===== src/rtl/ship_anim_ctrl_if.sv =====
// Player control, draw-coordinate and status bundle for one ship_anim_ctrl instance.
// The master drives keys, hit, frame tick and coordinates; the slave returns address and status.
interface ship_anim_ctrl_if;
  logic        frame_tick;
  logic        key_left;
  logic        key_right;
  logic        key_attack;
  logic        hit;
  logic [9:0]  DrawX;
  logic [9:0]  DrawY;
  logic [9:0]  ship_x;
  logic [9:0]  ship_y;
  logic [18:0] read_address;
  logic [2:0]  pose_sel;
  logic        in_sprite;
  logic [2:0]  hp;
  logic        attack_active;
  logic        dead;
  logic        invuln;

  modport master (
    output frame_tick, key_left, key_right, key_attack, hit,
    output DrawX, DrawY, ship_x, ship_y,
    input  read_address, pose_sel, in_sprite, hp, attack_active, dead, invuln
  );

  modport slave (
    input  frame_tick, key_left, key_right, key_attack, hit,
    input  DrawX, DrawY, ship_x, ship_y,
    output read_address, pose_sel, in_sprite, hp, attack_active, dead, invuln
  );
endinterface


===== src/rtl/ship_anim_ctrl.sv =====
// Per-player ship pose FSM with hit points / invulnerability, plus the sprite RAM
// address generator whose in-sprite and pose outputs line up with registered RAM data.
module ship_anim_ctrl #(
  parameter int SPR_W         = 80,
  parameter int SPR_H         = 80,
  parameter int HP_INIT       = 3,
  parameter int ATTACK_FRAMES = 20,
  parameter int INVULN_FRAMES = 60
) (
  input  logic             Clk,
  input  logic             Reset,
  ship_anim_ctrl_if.slave  bus
);

  localparam int AW = $clog2(ATTACK_FRAMES + 1);
  localparam int IW = $clog2(INVULN_FRAMES + 1);

  // Encoding doubles as the pose number.
  typedef enum logic [2:0] {
    IDLE   = 3'd0,
    MOVE_L = 3'd1,
    MOVE_R = 3'd2,
    ATTACK = 3'd3,
    DEAD   = 3'd4
  } state_e;

  state_e         state_q, state_d, mv_sel;
  logic [2:0]     hp_q, hp_d;
  logic [AW-1:0]  atk_cnt_q, atk_cnt_d;
  logic [IW-1:0]  inv_cnt_q, inv_cnt_d;
  logic           key_atk_q, key_atk_d;
  logic           trig;

  logic [10:0]    dx, dy;
  logic           hit_box;
  logic [18:0]    read_address_q, read_address_d;
  logic           in_box_q, in_box_d;
  logic           in_sprite_q, in_sprite_d;
  logic [2:0]     pose_sel_q, pose_sel_d;

  always_ff @(posedge Clk) begin
    if (Reset) begin
      state_q        <= IDLE;
      hp_q           <= 3'(HP_INIT);
      atk_cnt_q      <= '0;
      inv_cnt_q      <= '0;
      key_atk_q      <= 1'b0;
      read_address_q <= '0;
      in_box_q       <= 1'b0;
      in_sprite_q    <= 1'b0;
      pose_sel_q     <= 3'd0;
    end else begin
      state_q        <= state_d;
      hp_q           <= hp_d;
      atk_cnt_q      <= atk_cnt_d;
      inv_cnt_q      <= inv_cnt_d;
      key_atk_q      <= key_atk_d;
      read_address_q <= read_address_d;
      in_box_q       <= in_box_d;
      in_sprite_q    <= in_sprite_d;
      pose_sel_q     <= pose_sel_d;
    end
  end

  always_comb begin
    state_d   = state_q;
    hp_d      = hp_q;
    atk_cnt_d = atk_cnt_q;
    inv_cnt_d = inv_cnt_q;
    key_atk_d = key_atk_q;
    trig      = bus.key_attack & ~key_atk_q;

    if (bus.key_left && !bus.key_right)      mv_sel = MOVE_L;
    else if (bus.key_right && !bus.key_left) mv_sel = MOVE_R;
    else                                     mv_sel = IDLE;

    if (bus.frame_tick) begin
      key_atk_d = bus.key_attack;
      if (inv_cnt_q != '0) inv_cnt_d = inv_cnt_q - 1'b1;
      if (state_q != DEAD) begin
        if (bus.hit && inv_cnt_q == '0) begin
          hp_d = hp_q - 3'd1;
          if (hp_q == 3'd1) state_d = DEAD;
          else              inv_cnt_d = IW'(INVULN_FRAMES);
        end
        // A surviving ship still gets its attack/movement update on the same tick.
        if (state_d != DEAD) begin
          if (state_q == ATTACK) begin
            if (atk_cnt_q == '0) state_d = mv_sel;
            else                 atk_cnt_d = atk_cnt_q - 1'b1;
          end else if (trig) begin
            state_d   = ATTACK;
            atk_cnt_d = AW'(ATTACK_FRAMES - 1);
          end else begin
            state_d = mv_sel;
          end
        end
      end
    end
  end

  // Zero-extended 11-bit differences: negative offsets set bit 10, so no wrap aliasing.
  always_comb begin
    dx             = {1'b0, bus.DrawX} - {1'b0, bus.ship_x};
    dy             = {1'b0, bus.DrawY} - {1'b0, bus.ship_y};
    hit_box        = !dx[10] && !dy[10] && (dx < 11'(SPR_W)) && (dy < 11'(SPR_H));
    read_address_d = hit_box ? (19'(dy[9:0]) * 19'(SPR_W) + 19'(dx[9:0])) : '0;
    in_box_d       = hit_box;
    in_sprite_d    = in_box_q;
    pose_sel_d     = 3'(state_q);
  end

  assign bus.read_address  = read_address_q;
  assign bus.in_sprite     = in_sprite_q;
  assign bus.pose_sel      = pose_sel_q;
  assign bus.hp            = hp_q;
  assign bus.attack_active = (state_q == ATTACK);
  assign bus.dead          = (state_q == DEAD);
  assign bus.invuln        = (inv_cnt_q != '0);

endmodule


===== src/flat_wrapper.sv =====
// flat-port wrapper written by rule: the top's interface ports become plain ports
module ship_anim_ctrl_flat 
#(
  parameter int SPR_W         = 80,
  parameter int SPR_H         = 80,
  parameter int HP_INIT       = 3,
  parameter int ATTACK_FRAMES = 20,
  parameter int INVULN_FRAMES = 60
)
  (Clk, Reset, bus_frame_tick, bus_key_left, bus_key_right, bus_key_attack, bus_hit, bus_DrawX, bus_DrawY, bus_ship_x, bus_ship_y, bus_read_address, bus_pose_sel, bus_in_sprite, bus_hp, bus_attack_active, bus_dead, bus_invuln);
  ship_anim_ctrl_if bus_i ();
  input  logic Clk;
  input  logic Reset;
  input wire logic [$bits(bus_i.frame_tick)-1:0] bus_frame_tick;
  input wire logic [$bits(bus_i.key_left)-1:0] bus_key_left;
  input wire logic [$bits(bus_i.key_right)-1:0] bus_key_right;
  input wire logic [$bits(bus_i.key_attack)-1:0] bus_key_attack;
  input wire logic [$bits(bus_i.hit)-1:0] bus_hit;
  input wire logic [$bits(bus_i.DrawX)-1:0] bus_DrawX;
  input wire logic [$bits(bus_i.DrawY)-1:0] bus_DrawY;
  input wire logic [$bits(bus_i.ship_x)-1:0] bus_ship_x;
  input wire logic [$bits(bus_i.ship_y)-1:0] bus_ship_y;
  output wire logic [$bits(bus_i.read_address)-1:0] bus_read_address;
  output wire logic [$bits(bus_i.pose_sel)-1:0] bus_pose_sel;
  output wire logic [$bits(bus_i.in_sprite)-1:0] bus_in_sprite;
  output wire logic [$bits(bus_i.hp)-1:0] bus_hp;
  output wire logic [$bits(bus_i.attack_active)-1:0] bus_attack_active;
  output wire logic [$bits(bus_i.dead)-1:0] bus_dead;
  output wire logic [$bits(bus_i.invuln)-1:0] bus_invuln;
  assign bus_i.frame_tick = bus_frame_tick;
  assign bus_i.key_left = bus_key_left;
  assign bus_i.key_right = bus_key_right;
  assign bus_i.key_attack = bus_key_attack;
  assign bus_i.hit = bus_hit;
  assign bus_i.DrawX = bus_DrawX;
  assign bus_i.DrawY = bus_DrawY;
  assign bus_i.ship_x = bus_ship_x;
  assign bus_i.ship_y = bus_ship_y;
  assign bus_read_address = bus_i.read_address;
  assign bus_pose_sel = bus_i.pose_sel;
  assign bus_in_sprite = bus_i.in_sprite;
  assign bus_hp = bus_i.hp;
  assign bus_attack_active = bus_i.attack_active;
  assign bus_dead = bus_i.dead;
  assign bus_invuln = bus_i.invuln;
  ship_anim_ctrl #(.SPR_W(SPR_W), .SPR_H(SPR_H), .HP_INIT(HP_INIT), .ATTACK_FRAMES(ATTACK_FRAMES), .INVULN_FRAMES(INVULN_FRAMES)) u_core (.Clk(Clk), .Reset(Reset), .bus(bus_i));
endmodule

===== config.mk =====
export PLATFORM = sky130hd
export DESIGN_NAME = ship_anim_ctrl_flat
export DESIGN_NICKNAME = d
export VERILOG_FILES = /design/src/rtl/ship_anim_ctrl_if.sv /design/src/rtl/ship_anim_ctrl.sv /design/src/flat_wrapper.sv
export SDC_FILE = /design/constraint.sdc
export NUM_CORES = 1
export LEC_CHECK = 0
export ABC_AREA = 0
export BUFFER_PORTS_ARGS = -buffer_cell sky130_fd_sc_hd__buf_2
export CAP_MARGIN = 30
export CORE_MARGIN = 1
export CORE_UTILIZATION = 28
export DETAILED_ROUTE_END_ITERATION = 8
export MAX_ROUTING_LAYER = met4
export PLACE_DENSITY = 0.44
export SYNTH_ARGS = -nofsm -noshare
export SYNTH_HDL_FRONTEND = slang
export SYNTH_SLANG_ARGS = --single-unit

===== constraint.sdc =====
create_clock -name Clk -period 6.1 [get_ports Clk]
set_input_delay 0.915 -clock Clk [delete_from_list [all_inputs] [get_ports Clk]]
set_output_delay 0.915 -clock Clk [all_outputs]
set_load 0.05 [all_outputs]

After elaboration in Yosys (flattened, before gate mapping)

Index checks and enable logic that the tools add are counted.

Register bits after elaboration: 42
Latch bits: 0
Memory bits (writable): 0
ROM bits: 0
Input bits: 47
Output and inout bits: 29
Logic and storage cells: 62
Memories: 0

Add/sub/neg operators: 6
$mul: 1
Div/mod/pow operators: 0
$lt $le $gt $ge: 2
Equality and inequality tests: 6
Shift-type cells: 0
Mux-type cells: 17
Bitwise operators: 3
Reductions and logical operators: 18

Operators by type and width:

| cell                                                                          | number |
|---|---|
| 3-bit 2-to-1 mux                                                              | 9 |
| 6-bit 2-to-1 mux                                                              | 4 |
| 11-bit by 7-bit less-than comparator with 1-bit output, second input constant | 2 |
| 10-bit by 10-bit subtractor with 11-bit output                                | 2 |
| 17-bit by 10-bit adder with 18-bit output                                     | 1 |
| 5-bit 2-to-1 mux                                                              | 3 |
| 10-bit by 3-bit multiplier with 13-bit output, second input constant          | 1 |
| 1-bit logical AND                                                             | 6 |
| 6-bit logical NOT                                                             | 1 |
| 3-bit != test, second input constant                                          | 2 |
| 6-bit nonzero test                                                            | 1 |
| 6-bit by 1-bit subtractor with 6-bit output, second input constant            | 1 |
| 5-bit logical NOT                                                             | 1 |
| 5-bit AND reduction                                                           | 1 |
| 5-bit by 1-bit subtractor with 5-bit output, second input constant            | 1 |
| 1-bit logical NOT                                                             | 4 |
| 3-bit by 1-bit == test with 1-bit output, second input constant               | 1 |
| 3-bit by 2-bit == test with 1-bit output, second input constant               | 1 |
| 3-bit == test, second input constant                                          | 1 |
| 3-bit AND reduction                                                           | 1 |
| 3-bit by 1-bit subtractor with 3-bit output, second input constant            | 1 |
| 2-bit 2-to-1 mux                                                              | 1 |
| 2-bit != test, second input constant                                          | 1 |
| 1-bit NOT                                                                     | 2 |
| 4 further kinds                                                               | 4 |

Depth between registers and ports, before layout

Gate-level depths: netlist (run 1).

Depth in word-level cells: 8
Depth in mapped cells: 18
Gate-level depth less buffers: 18

Least setup slack after synthesis (run 1)

OpenSTA, ideal clock, no wires.

Path type: input-to-reg
From: input bus_DrawY[0]
To: register u_core.read_address_q[15] (netlist: u_core.bus.read_address[15])
Library setup time: 0.119 ns
Arrival: 4.613 ns
Required time: 5.981 ns
Setup slack: 1.368 ns
Cell stages on the path: 17
Path buffers: 0
Cell sequence: inv_1 ha_1 fa_1 nor2b_2 nor3_1 o31a_1 xnor2_1 ha_1 ha_1 nand3_1 o211ai_1 o41ai_1 xnor2_1 nor4b_1 xor2_1 xnor2_1 nor2_4

Longest elaborated chain between the ends: 7
Elaborated cells between the ends (all ways): 10

RTL lines:

| element                                                                                           | line                  | source |
|---|---|---|
| start: declaration                                                                                | flat_wrapper.sv:20    | `input wire logic [$bits(bus_i.DrawY)-1:0] bus_DrawY;` |
| 10-bit by 10-bit subtractor with 11-bit output *                                                  | ship_anim_ctrl.sv:105 | `dy = {1'b0, bus.DrawY} - {1'b0, bus.ship_y};` |
| parallel branches: the longest is 6 deep, another holds 17-bit by 10-bit adder with 18-bit output | n/a                   |  |
| end signal: assignment                                                                            | ship_anim_ctrl.sv:58  | `read_address_q <= read_address_d;` |
| end: declaration                                                                                  | ship_anim_ctrl.sv:36  | `logic [18:0] read_address_q, read_address_d;` |

Mark *: on every way between the ends.
A chain may end at the register's enable or synchronous reset.

Worst setup path after layout (run 1)

From: input bus_ship_y[0]
To: register u_core.read_address_q[15] (netlist: u_core.bus.read_address[15])

Longest elaborated chain between the ends: 7
Elaborated cells between the ends (all ways): 10

RTL lines:

| element                                                                                           | line                  | source |
|---|---|---|
| start: declaration                                                                                | flat_wrapper.sv:22    | `input wire logic [$bits(bus_i.ship_y)-1:0] bus_ship_y;` |
| 10-bit by 10-bit subtractor with 11-bit output *                                                  | ship_anim_ctrl.sv:105 |  |
| parallel branches: the longest is 6 deep, another holds 17-bit by 10-bit adder with 18-bit output | n/a                   |  |

Marks and branches as above.

==> results of run 1 <==
## worst max-delay path by stage
stage / end / slack (ns) / depth (start not counted)
floorplan: u_core.bus.read_address[15]$_SDFF_PP0_ / 1.37 / 17
global placement: u_core.bus.read_address[15]$_SDFF_PP0_ / 0.90 / 17
detailed placement: u_core.bus.read_address[15]$_SDFF_PP0_ / 0.83 / 17
CTS: u_core.bus.read_address[15]$_SDFF_PP0_ / 1.10 / 17
global route: u_core.bus.read_address[15]$_SDFF_PP0_ / 0.74 / 18
finish: u_core.bus.read_address[15]$_SDFF_PP0_ / 1.04 / 17
## stage by stage
step	std cells	setup slack, ns	util [%]	area, um^2	hold WS (ns)
after floorplan	405	1.37	-	3330	0.414
after global placement	614	0.905	33.2	3820	0.444
final	623	1.04	34.5	3970	0.437
after CTS	623	1.10	34.5	3970	0.443
after global routing	623	0.743	34.5	3970	0.472
after detailed placement	615	0.831	33.3	3840	0.434
## cell families (layout without fill, tap and decap cells)
kind of cell	Yosys count	after routing	synth area share, %
mux	5	5	1.62
other cells	1	2	0.113
buf+inv	51	126	6.59
fa+ha+maj	47	47	18.6
simple gates	141	141	22.7
xor+xnor	33	33	8.70
compound gates	85	85	17.0
flops	41	41	24.7
## worst register-to-register path: cells and delay by family, from the launching register on
family / cells / cell delay [ns]
DFF: 1 / 0.37
buffers and inverters: 1 / 0.08
AOI/OAI and AO/OA: 3 / 1.03
and+or+nand+nor: 2 / 0.35
adders and majority gates: 1 / 0.20
## synthesized netlist by cell type (2+ instances only)
cell / instances / area, um^2
ha_1: 43 / 538
inv_1: 42 / 158
dfxtp_1: 41 / 821
nor2_1: 38 / 143
nor3_1: 24 / 120
a21oi_1: 23 / 115
nor2b_1: 18 / 113
nand2_1: 17 / 63.8
xnor2_1: 17 / 149
xor2_1: 16 / 140
o21ai_0: 13 / 65.1
o21a_1: 9 / 67.6
nand3_1: 7 / 35.0
clkbuf_1: 6 / 22.5
nand2b_1: 6 / 37.5
nor2_4: 5 / 56.3
a211oi_1: 4 / 30.0
a31oi_1: 4 / 25.0
and2_1: 4 / 25.0
fa_1: 4 / 80.1
nor2_2: 4 / 25.0
nor3b_1: 4 / 30.0
a21boi_0: 3 / 22.5
a21o_1: 3 / 22.5
mux2_2: 3 / 33.8
o211ai_1: 3 / 22.5
o21bai_1: 3 / 22.5
a311oi_1: 2 / 17.5
mux2i_1: 2 / 20.0
nand4b_1: 2 / 17.5
nor4b_1: 2 / 17.5
o2111ai_1: 2 / 17.5
o21ai_1: 2 / 10.0
o311ai_0: 2 / 17.5
o31a_1: 2 / 17.5
o41ai_1: 2 / 17.5
or2_2: 2 / 12.5
or3_1: 2 / 12.5
## layout make-up
class / count / area, um^2
fillers: 1241 / 7540
multi-input cells: 313 / 2290
flip-flops and latches: 41 / 821
repair buffers: 76 / 393
well taps: 143 / 179
inverters: 42 / 158
clock buffers: 8 / 136
## sequential cells by signal, indices dropped and copies added, names as in the netlist
register                 count
u_core.pose_sel_d            3
u_core.atk_cnt_q             5
u_core.in_box_q              1
u_core.inv_cnt_q             6
u_core.bus.hp                3
u_core.bus.in_sprite         1
u_core.key_atk_q             1
u_core.bus.read_address     18
u_core.bus.pose_sel          3
## metal layers
layer	up-vias	global-route usage (%)	part of all wire [%]
li1	1540	-	-
met1	1265	14.6	50
met2	54	21.0	47
met3	5	1.91	3.1
met4	0	3.01	0.76
met5	-	-	0
## power breakdown
part	switching, W	internal, W	leakage (nW)
Clock	0.0000943	0.000152	0.0652
Sequential	0.0000211	0.000295	0.334
Combinational	0.000483	0.000341	1.46
==> qor.yml, run 1 <==
drive_above_1_share_pct: 20.8
max_freq_mhz: 198
drv_slew: 0
relSlewSlack_pct: 39.5
ant_nets: 0
cts_tree: "built"
hp-class: "flop to flop"
vias_per_cell: 4.60
ys.flop_type: "dfxtp_1"
grt_pass1_wl_um: 12200
syn_area_um2: 3320
report.power.total_w: 0.00139
num_rows: 39
async_reset_ff_share_pct: 0
drt_iter0_drc: 121
chipHeight_um: 111
synth_edf_count: 0
clock_sinks: 41
yosysUniqueCellTypes: 56
io_buffers: 74
ctsResizeCount: 0
grt_max_degree: 24
pin_count: 76
cpLargestDelayFamily: "adder cells"
synthCells: 404
worstPathMaxFanout: 5
p_per_area_nw_per_um2: 349
synth-seq-cells: 41
hold_violations: 0
clkLatencyLatePin_ns: 0.28
clock_skew_ns: 0.00430
path_buf_inv: 1
layout_common_cells: "buf_2, ha_1, inv_1"
mostFrequentLayoutCell: "buf_2"
area_growth_pct: 19.6
ctsLongestPathBuffers: 2
drc_errors: 10
fin_crit_sh_pct: 82.9
initial_core_util_pct: 28.9
vias: 2864
finalSetupTns_ns: 0
grt_overflow_total: 0
setup_viol: 0
nNetsFinal: 573
synth_area_per_cell_um2: 8.23
hold_buffers: 0
dieArea_um2: 12300
wl_per_cell_um: 11.2
die_x_um: 111
cp-end-kind: "flop"
max_cap_viol_count: 0
crit_required_ns: 6.26
r2r_end: "u_core.atk_cnt_q[4]$_SDFFE_PP0P_"
gp_congestion: 0.743
r2r_cells: 7
numCtsBuffers: 5
postCtsSetupBuffers: 0
hp-start: "u_core.in_box_q$_SDFF_PP0_"
crit_start: "bus_ship_y[0]"
n_antenna_cell: 0
outcome: "complete, but fails checks"
cp_slowest_stage_delay_ns: 0.63
grt_pass1_vias: 2775
violations: "DRC"
cp.arrival_ns: 5.22
r2r-start: "u_core.atk_cnt_q[0]$_SDFFE_PP0P_"
core_um2: 11500
grt_setup_unrepaired: "false"
dr.pass1.iters: 6
p_leak_nw: 1.85
drt-total-wl_um: 6970
cts.clk_slew.worst_paths_ns: 0.06
tightest_slew_ns: 0.902
path_cells: "buf_2, ha_1, fa_1, nor2b_2, nor3_1, o31a_1, xnor2_1, ha_1, ha_1, nand3_1, o211ai_1, o41ai_1, xnor2_1, nor4b_1, xor2_1, xnor2_1, nor2_4"
holdPathEnd: "u_core.bus.in_sprite$_SDFF_PP0_"
cts.htree.levels: 2
dp_hpwl_um: 5760
max-vdd-ir-drop_mv: 0.119
holdPathStages: 1
antenna_found_initial: 0
critPathLaunchType: "primary input"
yosysSeqAreaShare_pct: 24.7
fin_crit_ns: 5.06
root_buffer: "clkbuf_16"
path_class: "primary input to flop"
crit_slowest_cell: "o41ai_1"
rrSetupSlack_ns: 3.95
yosysWarnings: 0
grt_use_total_pct: 12.1
Note: power is estimated with default switching activity, not from simulation.
==> inputs of run 2 (changes only) <==
- PLACE_DENSITY: 0.44 -> 0.46
- clock period: 6.1 -> 4.1 ns (I/O delays scaled with it)
==> qor.yml, run 2 (synthesis gave the netlist of run 1 again) <==
outcome: "complete, but fails checks"
violations: "DRC"
postCtsSetupBuffers: 0
nNetsFinal: 612
worstPathMaxFanout: 4
wl_per_cell_um: 10.8
cts.clk_slew.worst_paths_ns: 0.06
p_leak_nw: 2.08
holdPathEnd: "u_core.bus.in_sprite$_SDFF_PP0_"
path_cells: "buf_2, ha_2, fa_2, nor2b_4, o21a_1, nor2_1, xnor2_1, ha_1, ha_1, a21oi_1, o211ai_1, o41ai_2, xnor2_1, nor4b_4, xor2_1, xnor2_1, nor2_4"
drc_errors: 5
r2r_cells: 7
vias_per_cell: 4.48
post-place-cells: 654
grt_pass1_vias: 2840
critPathLaunchType: "primary input"
power_frac_seq_pct: 18.8
path_buf_inv: 1
crit_start: "bus_ship_y[0]"
area_growth_pct: 31.7
initial_core_util_pct: 28.9
r2r_end: "u_core.atk_cnt_q[4]$_SDFFE_PP0P_"
cp-end-kind: "flop"
dr.pass1.iters: 9
clkLatencyLatePin_ns: 0.29
ctsLongestPathBuffers: 2
antenna_found_initial: 0
drive_above_1_share_pct: 29.5
tightest_slew_ns: 0.899
numCtsBuffers: 5
fin_util_pct: 38.0
dieArea_um2: 12300
crit_required_ns: 4.27
p_per_area_nw_per_um2: 571
drt-total-wl_um: 7140
clock_skew_ns: 0.00777
cts.htree.levels: 2
die_x_um: 111
grt_max_degree: 24
cpLargestDelayFamily: "adder cells"
multi_input_area_um2: 2360
root_buffer: "clkbuf_16"
relSlewSlack_pct: 39.6
n_antenna_cell: 0
num_rows: 39
internal-power_w: 0.00151
crit_top_cell: "xnor2_1"
cts_tree: "built"
crit_slowest_cell: "o41ai_2"
fin_crit_ns: 3.94
clock_power_share_pct: 18.4
ant_nets: 0
fillCellCount: 1215
swShare_pct: 39.6
path_class: "primary input to flop"
pin_count: 76
holdPathStages: 1
core_um2: 11500
clock_sinks: 41
hold_violations: 0
dp_hpwl_um: 5950
layout_common_cells: "buf_2, inv_1, ha_1, buf_4, dfxtp_1"
max_freq_mhz: 254
grt_overflow_total: 0
hp-start: "u_core.in_box_q$_SDFF_PP0_"
largest_reg_flops: 18
fin_crit_sh_pct: 96.1
finalSetupTns_ns: 0
grt_use_total_pct: 12.4
gp_congestion: 0.833
cp.arrival_ns: 4.11
chipHeight_um: 111
drv_slew: 0
grt_pass1_wl_um: 12300
max_cap_viol_count: 0
vias: 2967
grt_setup_unrepaired: "true"
rrSetupSlack_ns: 1.92
ff_latch_area_um2: 821
mostFrequentLayoutCell: "buf_2"
setup_viol: 0
cp_slowest_stage_delay_ns: 0.39
r2r-start: "u_core.atk_cnt_q[0]$_SDFFE_PP0P_"
max-vdd-ir-drop_mv: 0.172
stdcell_count: 662
hp-class: "flop to flop"
switching_power_w: 0.000990
io_buffers: 74
combPwrFrac_pct: 62.8
drt_iter0_drc: 103
==> run 2: changes by cell type in the layout (fill, tap and decap cells not counted), sizes merged <==
| cell | change |
|---|---|
| buf | +39 |
| clkbuf | -2 |
| bufinv | +1 |
| clkinvlp | +1 |
==> run 2: worst max-delay path by stage <==
stage | to | slack [ns] | cells past startpoint
2_1_floorplan | u_core.bus.read_address[15]$_SDFF_PP0_ | 0.008 | 18
3_3_place_gp | u_core.bus.read_address[15]$_SDFF_PP0_ | -0.11 | 19
3_5_place_dp | u_core.bus.read_address[15]$_SDFF_PP0_ | -0.18 | 19
4_1_cts | u_core.bus.read_address[15]$_SDFF_PP0_ | 0.11 | 19
5_1_grt | u_core.bus.read_address[15]$_SDFF_PP0_ | -0.03 | 19
6_report | u_core.bus.read_address[15]$_SDFF_PP0_ | 0.16 | 17
==> run 2: metal layers <==
metal | wire length, um | track usage (%) | up-vias
li1 | - | - | 1623
met1 | 3420 | 15.0 | 1281
met2 | 3330 | 21.0 | 56
met3 | 281 | 1.69 | 7
met4 | 106 | 4.38 | 0
met5 | 0 | - | -
==> run 2: final cells by class <==
type                    count  share of cell area [%]
repair buffers            115                    15.5
multi-input cells         313                    54.0
inverters                  42                    3.60
well taps                 143                    4.09
clock inverters             2                   0.858
clock buffers               6                    3.17
flip-flops and latches     41                    18.8
==> run 2: stage by stage <==
stage	setup WS, ns	hold WS (ns)	power, W	area (um^2)
final	0.161	0.460	0.00250	4380
after global routing	-0.0282	0.486	0.00272	4380
after CTS	0.114	0.471	0.00250	4340
after detailed placement	-0.177	0.464	0.00203	4170
after global placement	-0.109	0.443	0.00202	4170
after floorplan	0.00765	0.414	0.00151	3370
==> run 2: power by group through the flow <==
| stage | logic [W] | clock network [W] | registers, W |
|---|---|---|---|
| 3_5_place_dp | 0.00155 | 0 | 0.000479 |
| 2_1_floorplan | 0.00101 | 0 | 0.000499 |
| 4_1_cts | 0.00156 | 0.000474 | 0.000470 |
| 5_1_grt | 0.00175 | 0.000492 | 0.000476 |
| 6_report | 0.00157 | 0.000459 | 0.000470 |
| 3_3_place_gp | 0.00155 | 0 | 0.000478 |
==> run 2: worst reg2reg max path, stage by stage, from the launching register on <==
cell and delay (ns):
dfxtp_1 0.38, inv_1 0.08, ha_1 0.20, a311oi_1 0.78, nand2_1 0.15, nor3_1 0.22, a31oi_1 0.11, a21boi_0 0.14
==> run 2: repair_timing <==
| item | CTS | global route |
|---|---|---|
| resized for setup | 0 | 6 |
| setup endpoints to repair | 0 | 2 |
| hold buffers | 0 | 0 |
| endpoints found under the hold margin | 0 | 0 |
